[src/rtl/cfg_reg_pkg.sv]
// rtl/cfg_reg_pkg.sv - register map, arbiter defaults and FSM state type for cfg_reg_arbiter
package cfg_reg_pkg;

    localparam int ADDR_W           = 7;
    localparam int DATA_W           = 8;
    localparam int MAX_ADDR_DEFAULT = 4;

    localparam logic [ADDR_W-1:0] ADDR_EN_REG_OUT_7_0  = 7'd0;
    localparam logic [ADDR_W-1:0] ADDR_EN_REG_OUT_15_8 = 7'd1;
    localparam logic [ADDR_W-1:0] ADDR_EN_REG_PWM_7_0  = 7'd2;
    localparam logic [ADDR_W-1:0] ADDR_EN_REG_PWM_15_8 = 7'd3;
    localparam logic [ADDR_W-1:0] ADDR_PWM_DUTY_CYCLE  = 7'd4;

    typedef enum logic [1:0] {
        IDLE  = 2'd0,
        WRITE = 2'd1,
        RESP  = 2'd2
    } state_t;

endpackage

[src/rtl/rr_arb2.sv]
// rtl/rr_arb2.sv - two-way round-robin grant selection with last-grant pointer
module rr_arb2 (
    input  logic clk,
    input  logic rst,
    input  logic req0,
    input  logic req1,
    input  logic grant_en,
    output logic grant
);

    logic last_grant;

    // On a tie the requester that was not served last wins.
    always_comb begin
        grant = 1'b0;
        if (req0 && req1) begin
            grant = ~last_grant;
        end else if (req1) begin
            grant = 1'b1;
        end
    end

    always_ff @(posedge clk) begin
        if (rst) begin
            last_grant <= 1'b1;
        end else if (grant_en && (req0 || req1)) begin
            last_grant <= grant;
        end
    end

endmodule

[src/rtl/cfg_reg_arbiter.sv]
// rtl/cfg_reg_arbiter.sv - two-requester arbiter for the configuration register file
// Optional rejected-write counter port err_count enabled by CFG_ERR_COUNT_EN.
module cfg_reg_arbiter
    import cfg_reg_pkg::*;
#(
    parameter int MAX_ADDR = MAX_ADDR_DEFAULT
) (
    input  logic              clk,
    input  logic              rst,
    input  logic              req0_valid,
    input  logic [ADDR_W-1:0] req0_addr,
    input  logic [DATA_W-1:0] req0_data,
    output logic              req0_ready,
    output logic              req0_err,
    input  logic              req1_valid,
    input  logic [ADDR_W-1:0] req1_addr,
    input  logic [DATA_W-1:0] req1_data,
    output logic              req1_ready,
    output logic              req1_err,
    output logic [DATA_W-1:0] en_reg_out_7_0,
    output logic [DATA_W-1:0] en_reg_out_15_8,
    output logic [DATA_W-1:0] en_reg_pwm_7_0,
    output logic [DATA_W-1:0] en_reg_pwm_15_8,
    output logic [DATA_W-1:0] pwm_duty_cycle,
    output logic              busy
`ifdef CFG_ERR_COUNT_EN
    ,
    output logic [7:0]        err_count
`endif
);

    localparam logic [ADDR_W-1:0] MAX_ADDR_C = ADDR_W'(MAX_ADDR);

    state_t            state;
    logic              grant;
    logic              arb_en;
    logic              gid_q;
    logic [ADDR_W-1:0] addr_q;
    logic [DATA_W-1:0] data_q;
    logic              addr_ok;

    assign arb_en  = (state == IDLE);
    assign addr_ok = (addr_q <= MAX_ADDR_C);

    rr_arb2 u_rr_arb2 (
        .clk      (clk),
        .rst      (rst),
        .req0     (req0_valid),
        .req1     (req1_valid),
        .grant_en (arb_en),
        .grant    (grant)
    );

    always_ff @(posedge clk) begin
        if (rst) begin
            state           <= IDLE;
            busy            <= 1'b0;
            gid_q           <= 1'b0;
            addr_q          <= '0;
            data_q          <= '0;
            req0_ready      <= 1'b0;
            req0_err        <= 1'b0;
            req1_ready      <= 1'b0;
            req1_err        <= 1'b0;
            en_reg_out_7_0  <= '0;
            en_reg_out_15_8 <= '0;
            en_reg_pwm_7_0  <= '0;
            en_reg_pwm_15_8 <= '0;
            pwm_duty_cycle  <= '0;
`ifdef CFG_ERR_COUNT_EN
            err_count       <= '0;
`endif
        end else begin
            req0_ready <= 1'b0;
            req0_err   <= 1'b0;
            req1_ready <= 1'b0;
            req1_err   <= 1'b0;
            case (state)
                IDLE: begin
                    if (req0_valid || req1_valid) begin
                        gid_q  <= grant;
                        addr_q <= grant ? req1_addr : req0_addr;
                        data_q <= grant ? req1_data : req0_data;
                        busy   <= 1'b1;
                        state  <= WRITE;
                    end
                end
                WRITE: begin
                    if (addr_ok) begin
                        case (addr_q)
                            ADDR_EN_REG_OUT_7_0:  en_reg_out_7_0  <= data_q;
                            ADDR_EN_REG_OUT_15_8: en_reg_out_15_8 <= data_q;
                            ADDR_EN_REG_PWM_7_0:  en_reg_pwm_7_0  <= data_q;
                            ADDR_EN_REG_PWM_15_8: en_reg_pwm_15_8 <= data_q;
                            ADDR_PWM_DUTY_CYCLE:  pwm_duty_cycle  <= data_q;
                            default: ;
                        endcase
                    end
`ifdef CFG_ERR_COUNT_EN
                    else if (err_count != 8'hFF) begin
                        err_count <= err_count + 8'd1;
                    end
`endif
                    // Response flags are registered here so they appear in the RESP cycle.
                    if (gid_q) begin
                        req1_ready <= 1'b1;
                        req1_err   <= ~addr_ok;
                    end else begin
                        req0_ready <= 1'b1;
                        req0_err   <= ~addr_ok;
                    end
                    state <= RESP;
                end
                RESP: begin
                    busy  <= 1'b0;
                    state <= IDLE;
                end
                default: begin
                    busy  <= 1'b0;
                    state <= IDLE;
                end
            endcase
        end
    end

endmodule
[config.mk]
export PLATFORM = sky130hd
export DESIGN_NAME = cfg_reg_arbiter
export DESIGN_NICKNAME = d
export VERILOG_FILES = /design/src/rtl/cfg_reg_pkg.sv /design/src/rtl/rr_arb2.sv /design/src/rtl/cfg_reg_arbiter.sv
export SDC_FILE = /design/constraint.sdc
export NUM_CORES = 1
export LEC_CHECK = 0
export CAP_MARGIN = 20
export CORE_ASPECT_RATIO = 2
export CORE_UTILIZATION = 46
export DETAILED_ROUTE_END_ITERATION = 6
export HOLD_SLACK_MARGIN = 0.12
export PLACE_DENSITY = 0.78
export SYNTH_ARGS = -nofsm -noshare
export SYNTH_HDL_FRONTEND = slang
export SYNTH_SLANG_ARGS = --single-unit
[constraint.sdc]
create_clock -name clk -period 2.49 [get_ports clk]
set_input_delay 0.498 -clock clk [delete_from_list [all_inputs] [get_ports clk]]
set_output_delay 0.498 -clock clk [all_outputs]
set_load 0.01 [all_outputs]
==> reports/metrics.yaml <==
yosys:
  synth_top_area_share_pct: 48.8
  synth_edf_count: 0
  netlist_top_cells_area: "dfxtp_1 (49%), mux2i_1 (15%), nand2b_1 (12%)"
  synth.largest_area_cell: "dfxtp_1"
  netlist_area_um2: 2630
  yosysSeqAreaShare_pct: 48.8
  ys_ff_latch: 64
  synth_nets: 298
  synth_cell_types: 26
  async_flop_share_pct: 0
  synthTopCellsByCount: "dfxtp_1 (64), nand2b_1 (51), mux2i_1 (40), nand2_1 (32), a21oi_1 (19)"
  yosysMostFrequentCell: "dfxtp_1"
  syn_inst: 264
  synth_warnings: 0
  synthFlopType: "dfxtp_1"
  syn_area_per_cell_um2: 9.95
setup_path:
  crit_path_start_kind: "flip-flop"
  critPathCaptureType: "flip-flop"
  reg2reg_depth: 3
  critPathKind: "flip-flop to flip-flop"
  crit_required_ps: 2700
  worstPathMaxFanout: 8
  cp.arrival_ps: 2030
run_status:
  status: "complete, no violations"
pwr:
  power_density_nw_per_um2: 652
  p_leak_uw: 0.00141
  ir_worst_vdd_mv: 0.593
floorplanning:
  io_pins: 79
  start_util_pct: 48.0
  core_um2: 5470
  num_rows: 38
  die_w_um: 55.4
  die_h_um: 109
  dieArea_um2: 6030
cts:
  clockRootBuffer: "clkbuf_8"
  ctsResizeCount: 0
  clockBufferDepth: 2
  htree_levels: 3
  cts_tree: "built"
  hold_buffers: 0
  cts_made_buffers: 9
  post_cts.repair.setup_buffers: 0
  cts.clk_slew.worst_paths_ps: 60
  clk_latency_ps: 330
  clkSinkCount: 64
timing:
  maxSlewHeadroom_pct: 56.2
  fin_skew_ps: 8.06
  worst_pin_slew_ps: 657
  period_share_pct: 72.8
  fmax_mhz: 551
  final-setup-viol-count: 0
  rsz0062_at_grt: "false"
  min_period_ps: 1810
  hold_viol: 0
  timing.setup.tns_ps: 0
  drv_slew: 0
place:
  port_buffers: 78
  gp_congestion: 0.846
  dp_hpwl_um: 4340
  dpl_cell_area_um2: 3460
finish:
  stdcell_area_um2: 3690
  nNetsFinal: 376
  seq_area_um2: 1280
  final_util_pct: 67.5
  antennaDiodeCount: 0
  multi_input_area_um2: 1260
  drive_gt1_share_pct: 8.65
  syn2layout_area_growth_pct: 40.5
  nFillCells: 448
grt:
  grt_util_all_layers_pct: 21.2
  grt_pass1_wl_um: 9850
  grt_pass1_vias: 2079
  gr-total-overflow: 0
  antenna_found_initial: 0
  grt_max_degree: 49
detailed_routing:
  vias: 2152
  first_iter_violations: 45
  finalWirelength_um: 5850
  drt_pass1_iterations: 4
  wl_per_cell_um: 14.4
  viasPerCell: 5.29
  drc_errors: 0
  antenna_left: 0
hold_path:
  hp-class: "flip-flop to flip-flop"
  hold-path-cell-count: 1
flow_run:
  max_cap_viol_count: 0
where the power goes:
group | switching (uW) | leakage, uW | internal [uW] | total [uW]
Sequential | 31.8 | 0.000521 | 1070 | 1100
Clock | 375 | 0.000117 | 647 | 1020
Combinational | 139 | 0.000775 | 146 | 285
Total | 546 | 0.00141 | 1860 | 2410
final timing paths:
kind                   from                end  slack, ps
hold reg to reg       gid_q         req0_ready        460
setup / recovery  addr_q[3]  pwm_duty_cycle[4]        680
hold / removal        gid_q         req0_ready        460
setup reg to reg  addr_q[3]  pwm_duty_cycle[4]        680
stage by stage:
stage | std cells | hold WS, ps | power [uW] | worst slack [ps]
final | 407 | 462 | 2410 | 676
after detailed placement | 391 | 448 | 1410 | 516
after global placement | 391 | 442 | 1400 | 610
after floorplan | 264 | 414 | 1290 | 710
after CTS | 407 | 459 | 2420 | 666
after global routing | 407 | 486 | 2500 | 634
cell usage in the layout (no fill, tap or decap), types with 8 or more instances in the layout:
cell	count
nand2_1	32
clkdlybuf4s50_1	77
dfxtp_1	64
a311oi_1	15
a21oi_1	19
nand2b_1	51
clkbuf_8	12
mux2i_1	40
buf_4	8
state kept, by name, indices dropped and copies added (netlist names):
signal,cells
en_reg_out_15_8,8
req0_ready,1
req0_err,1
en_reg_out_7_0,8
state,2
busy,1
pwm_duty_cycle,8
data_q,8
req1_ready,1
en_reg_pwm_7_0,8
addr_q,7
req1_err,1
u_rr_arb2.last_grant,1
gid_q,1
en_reg_pwm_15_8,8
logic make-up (layout without fill, tap and decap cells):
logic type	after synthesis	in the layout	synth area share, %
compound gates	38	38	9.96
buf+inv	20	103	3.19
flops	64	64	48.8
mux	40	40	15.2
simple gates	102	102	22.8
worst max-delay path, cell delays in order (launching register included):
cell	delay, ps
dfxtp_1	320
or4_4	590
or4_4	640
mux2i_1	150
metal layers:
layer | GRT usage, % | routed length (um) | vias up
li1 | - | - | 1062
met1 | 21.7 | 2200 | 1014
met2 | 38.7 | 3360 | 61
met3 | 5.81 | 145 | 15
met4 | 10.7 | 150 | 0
met5 | 0 | 0 | -
final cells by class:
| type | instances | share of cell area [%] |
|---|---|---|
| flip-flops and latches | 64 | 34.7 |
| multi-input cells | 180 | 34.2 |
| repair buffers | 86 | 22.7 |
| clock buffers | 14 | 4.68 |
| well taps | 60 | 2.03 |
| clock inverters | 2 | 1.63 |
| inverters | 1 | 0.102 |
No activity file was read; power rests on OpenSTA's default activity.
